--- config.mk ---
export PLATFORM = sky130hd
export DESIGN_NAME = viterbi_frame_ctrl
export DESIGN_NICKNAME = d
export VERILOG_FILES = /design/src/rtl/viterbi_frame_ctrl.sv
export SDC_FILE = /design/constraint.sdc
export NUM_CORES = 2
export LEC_CHECK = 0
export CAP_MARGIN = 20
export CORE_MARGIN = 2
export CORE_UTILIZATION = 62
export DETAILED_ROUTE_END_ITERATION = 7
export MAX_ROUTING_LAYER = met4
export PLACE_DENSITY = 0.81
export SKIP_CTS_REPAIR_TIMING = 1
export SYNTH_ARGS = -nofsm -noshare
export SYNTH_HDL_FRONTEND = slang
export SYNTH_SLANG_ARGS = --single-unit
--- constraint.sdc ---
create_clock -name Clk -period 4.27 [get_ports Clk]
set_clock_uncertainty 0.05 [all_clocks]
set_input_delay 1.281 -clock Clk [delete_from_list [all_inputs] [get_ports Clk]]
set_output_delay 1.281 -clock Clk [all_outputs]
set_load 0.01 [all_outputs]
--- src/rtl/viterbi_frame_ctrl.sv ---
// rtl/viterbi_frame_ctrl.sv - Viterbi decoder frame sequencer; optional watchdog via VITERBI_CTRL_WDOG_EN
module viterbi_frame_ctrl #(
  parameter int FRAME   = 512,
  parameter int LEN_W   = 15,
  parameter int TIMEOUT = 4096
) (
  input  logic             Clk,
  input  logic             Reset,
  input  logic             req_valid,
  input  logic [LEN_W-1:0] req_len,
  output logic             req_ready,
  input  logic             cin_valid,
  input  logic             cin_data,
  output logic             cin_ready,
  output logic             dec_start,
  output logic [LEN_W-1:0] dec_length,
  output logic             dec_x,
  input  logic             dec_out,
  input  logic             dec_valid,
  output logic             dout_valid,
  output logic             dout_data,
  output logic             dout_last,
  output logic             busy,
  output logic             err_len,
  output logic             err_timeout
);

  localparam int DEPTH = 2 * FRAME;
  localparam int AW    = $clog2(DEPTH);
  localparam int PW    = AW + 1;
  localparam int CW    = LEN_W + 1;

  typedef enum logic [2:0] {
    S_IDLE  = 3'd0,
    S_LOAD  = 3'd1,
    S_RUN   = 3'd2,
    S_DRAIN = 3'd3,
    S_GAP   = 3'd4
  } state_t;

  state_t           r_state;
  state_t           w_next;
  logic [LEN_W-1:0] r_len;
  logic [LEN_W-1:0] r_ocnt;
  logic [PW-1:0]    r_wptr;
  logic [PW-1:0]    r_rptr;
  logic             r_dec_x;
  logic             r_err_len;
  logic             r_buf [DEPTH];

  logic [CW-1:0]    w_len2;
  logic [CW-1:0]    w_wptr_e;
  logic [CW-1:0]    w_rptr_e;
  logic             w_len_ok;
  logic             w_accept;
  logic             w_cin_ready;
  logic             w_cin_fire;
  logic             w_load_done;
  logic             w_x_more;
  logic             w_dv;
  logic             w_last;
  logic             w_timeout;

  // Coded-bit count is twice the data length, kept one bit wider than len
  assign w_len2      = {r_len, 1'b0};
  assign w_wptr_e    = CW'(r_wptr);
  assign w_rptr_e    = CW'(r_rptr);
  assign w_len_ok    = (req_len != '0) && (req_len <= LEN_W'(FRAME));
  assign w_accept    = req_valid && (r_state == S_IDLE);
  assign w_cin_ready = (r_state == S_LOAD) && (w_wptr_e < w_len2);
  assign w_cin_fire  = cin_valid && w_cin_ready;
  assign w_load_done = w_cin_fire && ((w_wptr_e + CW'(1)) == w_len2);
  assign w_x_more    = w_rptr_e < w_len2;
  // The first valid seen in RUN is already a frame bit, so RUN passes it through too
  assign w_dv        = dec_valid && ((r_state == S_RUN) || (r_state == S_DRAIN));
  assign w_last      = w_dv && ((r_ocnt + LEN_W'(1)) == r_len);

`ifdef VITERBI_CTRL_WDOG_EN
  localparam int WW = $clog2(TIMEOUT + 1);
  logic [WW-1:0] r_wdog;

  // Count cycles spent waiting for the decoder after the final coded bit went out
  always_ff @(posedge Clk or posedge Reset) begin
    if (Reset) begin
      r_wdog <= '0;
    end else if (w_load_done) begin
      r_wdog <= '0;
    end else if ((r_state == S_RUN) && !w_x_more && (r_wdog != WW'(TIMEOUT))) begin
      r_wdog <= r_wdog + WW'(1);
    end
  end

  assign w_timeout = (r_state == S_RUN) && !w_x_more && !dec_valid && (r_wdog == WW'(TIMEOUT));
`else
  // Without the watchdog RUN waits for dec_valid indefinitely; TIMEOUT has no effect
  assign w_timeout = 1'b0 & (TIMEOUT != 0);
`endif

  // State register; reset aborts any frame and drops dec_start immediately
  always_ff @(posedge Clk or posedge Reset) begin
    if (Reset) begin
      r_state <= S_IDLE;
    end else begin
      r_state <= w_next;
    end
  end

  // Next-state and output decode
  always_comb begin
    w_next      = r_state;
    req_ready   = 1'b0;
    cin_ready   = 1'b0;
    dec_start   = 1'b0;
    dec_length  = '0;
    busy        = 1'b0;
    dout_valid  = 1'b0;
    dout_data   = 1'b0;
    dout_last   = 1'b0;
    dec_x       = r_dec_x;
    err_len     = r_err_len;
    err_timeout = w_timeout;
    case (r_state)
      S_IDLE: begin
        req_ready = !Reset;
        if (w_accept && w_len_ok) begin
          w_next = S_LOAD;
        end
      end
      S_LOAD: begin
        busy       = 1'b1;
        dec_length = r_len;
        cin_ready  = w_cin_ready;
        if (w_load_done) begin
          w_next = S_RUN;
        end
      end
      S_RUN: begin
        busy       = 1'b1;
        dec_length = r_len;
        dec_start  = 1'b1;
        dout_valid = w_dv;
        dout_data  = w_dv && dec_out;
        dout_last  = w_last;
        if (dec_valid) begin
          w_next = w_last ? S_GAP : S_DRAIN;
        end else if (w_timeout) begin
          w_next = S_GAP;
        end
      end
      S_DRAIN: begin
        busy       = 1'b1;
        dec_length = r_len;
        dec_start  = 1'b1;
        dout_valid = w_dv;
        dout_data  = w_dv && dec_out;
        dout_last  = w_last;
        if (w_last) begin
          w_next = S_GAP;
        end
      end
      S_GAP: begin
        busy       = 1'b1;
        dec_length = r_len;
        w_next     = S_IDLE;
      end
      default: begin
        w_next = S_IDLE;
      end
    endcase
  end

  // Length latch, pointers, output count and the registered coded stream
  always_ff @(posedge Clk or posedge Reset) begin
    if (Reset) begin
      r_len     <= '0;
      r_ocnt    <= '0;
      r_wptr    <= '0;
      r_rptr    <= '0;
      r_dec_x   <= 1'b0;
      r_err_len <= 1'b0;
    end else begin
      r_err_len <= 1'b0;
      case (r_state)
        S_IDLE: begin
          r_dec_x <= 1'b0;
          if (w_accept) begin
            r_len     <= req_len;
            r_ocnt    <= '0;
            r_wptr    <= '0;
            r_rptr    <= '0;
            r_err_len <= !w_len_ok;
          end
        end
        S_LOAD: begin
          r_dec_x <= 1'b0;
          if (w_cin_fire) begin
            r_wptr <= r_wptr + PW'(1);
          end
          // buffer[0] must be on dec_x in the very first dec_start cycle
          if (w_load_done) begin
            r_dec_x <= r_buf[0];
            r_rptr  <= PW'(1);
          end
        end
        S_RUN, S_DRAIN: begin
          r_dec_x <= w_x_more ? r_buf[r_rptr[AW-1:0]] : 1'b0;
          if (w_x_more) begin
            r_rptr <= r_rptr + PW'(1);
          end
          if (w_dv) begin
            r_ocnt <= r_ocnt + LEN_W'(1);
          end
        end
        default: begin
          r_dec_x <= 1'b0;
        end
      endcase
    end
  end

  // Coded-bit storage; no reset needed since only written slots are ever read
  always_ff @(posedge Clk) begin
    if (w_cin_fire) begin
      r_buf[r_wptr[AW-1:0]] <= cin_data;
    end
  end

endmodule
== Word-level counts from Yosys, hierarchy flattened ==
Memories as Yosys holds them, arrays and structs flattened.
Cells that the tools add are included.

* $add $sub $neg: 4
* Multiplexer cells: 30
* Reductions and logical operators: 24
* Magnitude comparators: 3
* Equality and inequality tests: 14

{| class="wikitable"
|+ Operators by type and width
! operator !! count
|-
| $mux W15 || 3
|-
| $mux W11 || 4
|-
| $pmux W11 S3 || 1
|-
| $lt A11 B16 Y1 || 2
|-
| $pmux W15 S2 || 1
|-
| $add A11 B1 Y11 const B || 2
|-
| $pmux W11 S2 || 1
|-
| $eq A12 B16 Y1 || 1
|-
| $add A15 B1 Y15 const B || 1
|-
| $eq A15 B15 Y1 || 1
|-
| $le A15 B10 Y1 const B || 1
|-
| $mux W3 || 5
|-
| $reduce_bool A15 Y1 || 1
|-
| $mux W1 || 13
|-
| $add A11 B1 Y12 const B || 1
|-
| $pmux W3 S4 || 1
|-
| $ne A2 B2 Y1 const B || 5
|-
| $logic_and A1 B1 Y1 || 9
|-
| $reduce_and A4 Y1 || 2
|-
| $eq A3 B2 Y1 const B || 2
|-
| $ne A2 B1 Y1 const B || 3
|-
| $reduce_and A3 Y1 || 2
|-
| $reduce_bool A2 Y1 || 2
|-
| $reduce_or A4 Y1 || 1
|-
| 9 further kinds || 10
|}

* Memories kept: 1
* Bits in registers: 57
* RAM bits: 1024
* Word-level logic and storage cells: 83

{| class="wikitable"
|+ Memories
! memory !! words !! width !! rd ports !! clocked after Yosys merged registers in !! wr ports !! line !! text
|-
| r_buf || 1024 || 1 || 2 || 0 || 1 || 49 || <nowiki>logic r_buf [DEPTH];</nowiki>
|}

== Longest topological paths before layout ==
* Depth in word-level cells: 7
* Gate-level depth with buffers: 14
* Gate-level depth less buffers: 10

== Least setup slack after synthesis ==
OpenSTA, ideal clock, no wires.

* Path kind: register to output
* Start point: reg r_ocnt[0]
* End point: out dout_last
* Required time: 2.939 ns
* Path slack: 0.693 ns
* Arrival: 2.246 ns
* Cell stages (with the launch flop): 9
* Cells stage by stage: dfrtp_1 -> ha_1 -> nand3_1 -> nor4_4 -> and3_1 -> and3_1 -> xnor2_1 -> nor4_1 -> and4_1

* Longest elaborated chain between the ends: 4

{| class="wikitable"
|+ RTL lines
! item !! line !! text
|-
| start, declared || 44 || <nowiki>logic [LEN_W-1:0] r_ocnt;</nowiki>
|-
| start signal, assigned || 211 || <nowiki>r_ocnt <= r_ocnt + LEN_W'(1);</nowiki>
|-
| $add A15 B1 Y15 || 76 || <nowiki>assign w_last = w_dv && ((r_ocnt + LEN_W'(1)) == r_len);</nowiki>
|-
| $eq A15 B15 Y1 || 76 ||
|-
| $logic_and A1 B1 Y1 || 76 ||
|-
| $mux W1 || 122 || <nowiki>case (r_state)</nowiki>
|-
| end, declared || 22 || <nowiki>output logic dout_last,</nowiki>
|}

No other way between the ends.

== Worst setup path after layout ==
* Start point: reg r_ocnt[1]
* End point: out dout_last

Same word-level chain as after synthesis.

==> run summary <==
The flow ran to the end, but the final reports show violations. The checks that failed: design-rule violations. At the end of routability-driven placement, the weighted congestion stood at 0.953.

The fraction of registers with async set or reset after synthesis came out at 5.27%. The run gives 31300 as the via total after detailed routing. The cell sitting at the root of the clock tree is a clkbuf_16. The count of warnings emitted by yosys was 0. Number of enable flip-flop cells after synthesis: 1024. TritonCTS built the clock tree.

Setup repair after global routing could not meet its margin everywhere. Endpoint of the worst hold path: r_ocnt[14]. The number of clock buffers added by TritonCTS is 107. The endpoint identified for the worst register-to-register timing path is dec_x.

The class of the tightest hold or removal check was reg -> reg. The run gives 128000 µm as the total wirelength of the detailed-routed design. In the final routed layout, each cell accounts on average for 27.4 µm.

For flop-to-flop paths, the worst setup slack is 330 ps. Type of origin of the critical path: a flip-flop. Setup total negative slack on the finished layout was measured at 0 ps. Once the floorplan was initialized, standard cells occupied 62.6% of the core. Entering global routing, the biggest net connects 144 pins. Number of iterations in the first detailed-routing pass: 8.

The power per cell area is 402 mW/mm². For the placeable core region, the log shows 0.0776 mm². The number of antenna violations at the first check in global routing came out at 2. Mean instance size in the synthesized netlist: 13.8 µm².

The number of cells on the worst reg-to-reg path is 9. At the worst endpoint, the required time is 2940 ps. The clock period minus final worst setup slack is 4220 ps, and the buffer levels on the longest clock path is 3.

The post-detailed-route count of antenna-violating nets was 0; the HPWL after detailed placement was 76200 µm. The worst setup path is captured at an output pin. The tools report the fmax as 0.237 GHz.

Total of max-cap violations: 0. The H-tree was split into 3 levels. After detailed routing, the number of vias per cell comes to 6.70.

The logs give 191000 µm for the first-pass GRT wire length and 30800 for the via count of the first global-routing pass. Total I/O pin count: 47. In this run the most critical hold path is launched from r_ocnt[14]. The logs give 0 for the total count of max-transition violations in the final report and 21.6 mW for the sum of internal, switching and leakage power. The first-iteration detailed-routing DRC count is 5259, and the transition at the pin with the smallest max-transition slack is 1170 ps.

Along the worst path, the maximum fanout reaches 4. The clock reaches the later pin of the worst-skew pair after 700 ps. Fill cells in the final layout number 4885.

The worst hold path cell count is 1, and the clock edge transition at the registers on the reported setup and hold paths is 60 ps. For this run, the total global-route usage over all layers was measured as 32.9%. VDD sags by at most 0.342 mV. The tools report the count of mapped cells out of synthesis as 3521.

The library cells used most frequently in the layout, excluding fill and tap cells, are nor2_1 (1075), edfxtp_1 (1024), mux4_2 (240). The post-route netlist has 17.4% of its cells at a drive strength greater than 1. Synthesized netlist net count: 3567. The startpoint identified for the worst register-to-register timing path is r_rptr[0].

The flip-flop cell with the highest count after synthesis is edfxtp_1. In this run the horizontal extent of the chip is 284 µm. The area of placed instances was 0.0504 mm²; the number of design rule violations left after detail routing was 15.

At the worst endpoint, the arrival time is 2890 ps. The share of the clock period used by the worst path after layout works out to 98.8%. Netlist area before placement: 0.0486 mm². Measured against its own limit, the worst slew margin works out to 22.1%. Compared with the post-synthesis result, the final layout area differs by 10.8%.

The hold violation count in the final report is 0, and the count of clock tree sinks is 1081. In this run, synthesis produced a sequential element count of 1081. In this run the vertical extent of the chip is 284 µm. The number of setup violations in the final report is 0. The most common cell after layout, fill and taps aside was nor2_1. The critical path is of the reg -> out type.

The analysis attributes to cell leakage a power of 16.1 nW. Summed over all layers, the global routing overflow is 0. The count of input and output buffers is 45. The sequential area share after synthesis is 66.2%, and the number of rows created at floorplan is 102. With fillers left out, the area of the finished cells amounts to 0.0539 mm². The die area is 0.0807 mm². The number of different library cells used by synthesis comes to 75. The final layout contains 3587 nets.
[worst max path at each step]
stage / startpoint / end / slack (ps) / cells past startpoint
after floorplan: r_ocnt[0] / dout_last / 690 / 8
after global placement: dec_valid / dout_last / -400 / 7
after detailed placement: dec_valid / dout_last / -330 / 7
after CTS: r_ocnt[1] / dout_last / -540 / 9
after global routing: r_ocnt[1] / dout_last / -100 / 9
final: r_ocnt[1] / dout_last / 50 / 9
[cells by family (layout without fill, tap and decap cells)]
logic type / Yosys count / in the layout / share of synthesized area (%)
AOI/OAI and AO/OA: 247 / 247 / 3.35
xor gates and xnor gates: 41 / 41 / 0.739
adders and majority gates: 24 / 24 / 0.618
buffers and inverters: 335 / 446 / 3.39
DFF: 1081 / 1081 / 66.2
muxes: 330 / 330 / 13.4
other: 1 / 3 / 0.00771
and+or+nand+nor: 1462 / 1462 / 12.4
[metrics by stage]
| step | std cells | hold WS [ps] | worst slack [ps] | util [%] |
|---|---|---|---|---|
| floorplan | 3521 | 414 | 693 | - |
| global placement | 4468 | 451 | -402 | 64.9 |
| detailed placement | 4469 | 482 | -331 | 65.0 |
| CTS | 4669 | 486 | -537 | 69.3 |
| global route | 4674 | 507 | -95.1 | 69.4 |
| finish | 4674 | 481 | 51.0 | 69.4 |
[cell usage after synthesis (5+ instances only)]
cell / number / area [µm²]
nor3_1: 25 / 125
mux4_2: 240 / 5410
nor4_1: 10 / 62.6
o22ai_1: 5 / 31.3
and2_1: 13 / 81.3
nor2b_1: 24 / 150
or3_1: 6 / 37.5
a22oi_1: 27 / 203
nand4_1: 10 / 62.6
o31ai_1: 16 / 120
and3_1: 13 / 81.3
clkbuf_1: 226 / 848
a21oi_1: 38 / 190
o211ai_1: 9 / 67.6
buf_6: 20 / 225
a21o_1: 8 / 60.1
nor3b_1: 7 / 52.6
inv_1: 20 / 75.1
o21ai_0: 77 / 385
and4_1: 5 / 43.8
nand2_1: 169 / 634
ha_1: 24 / 300
xnor2_1: 32 / 280
mux2i_1: 62 / 621
xor2_1: 9 / 78.8
mux4_1: 10 / 263
dfrtp_1: 57 / 1430
a211oi_1: 17 / 128
or2_2: 17 / 106
buf_4: 17 / 128
nand2b_1: 10 / 62.6
nor2_1: 1075 / 4040
buf_2: 38 / 190
clkbuf_8: 5 / 68.8
nand3_1: 60 / 300
a221oi_1: 7 / 61.3
mux2_2: 18 / 203
edfxtp_1: 1024 / 30700
[metal layers]
layer / share of wire (%) / GRT usage (%) / wire length, µm
met1: 34 / 42.6 / 43900
met2: 47 / 49.8 / 60500
met3: 13 / 7.77 / 16400
met4: 5.7 / 15.8 / 7300
met5: 0 / - / 0
[state kept, by name (all words and copies together) (netlist names)]
signal   cells
r_rptr      11
r_len       15
r_buf     1024
r_wptr      11
err_len      1
r_ocnt      15
dec_x        1
r_state      3
[area by class of cell]
cell class	count	area (µm²)	share of cell area, %
clock buffer	129	2850	5.28
clock inverter	71	518	0.961
multi-input combinational	2105	14800	27.5
inverter	20	75.1	0.139
timing repair buffer	226	2120	3.94
antenna	2	5.00	0.00929
tap	1040	1300	2.42
sequential	1081	32200	59.7
[worst max-delay path, cell delays in order (launching register included)]
cell and delay (ps):
dfrtp_1 420, ha_4 180, nand3_2 90, nor4_4 380, and3_4 270, and3_4 200, xnor2_1 90, nor4_2 230
and4_1 220, dlymetal6s2s_1 150
[power breakdown]
part / internal [mW] / switching [mW]
Combinational: 0.244 / 0.609
Clock: 5.09 / 4.01
Sequential: 11.6 / 0.0600
Total: 17.0 / 4.68
(Power assumes the default switching activity.)
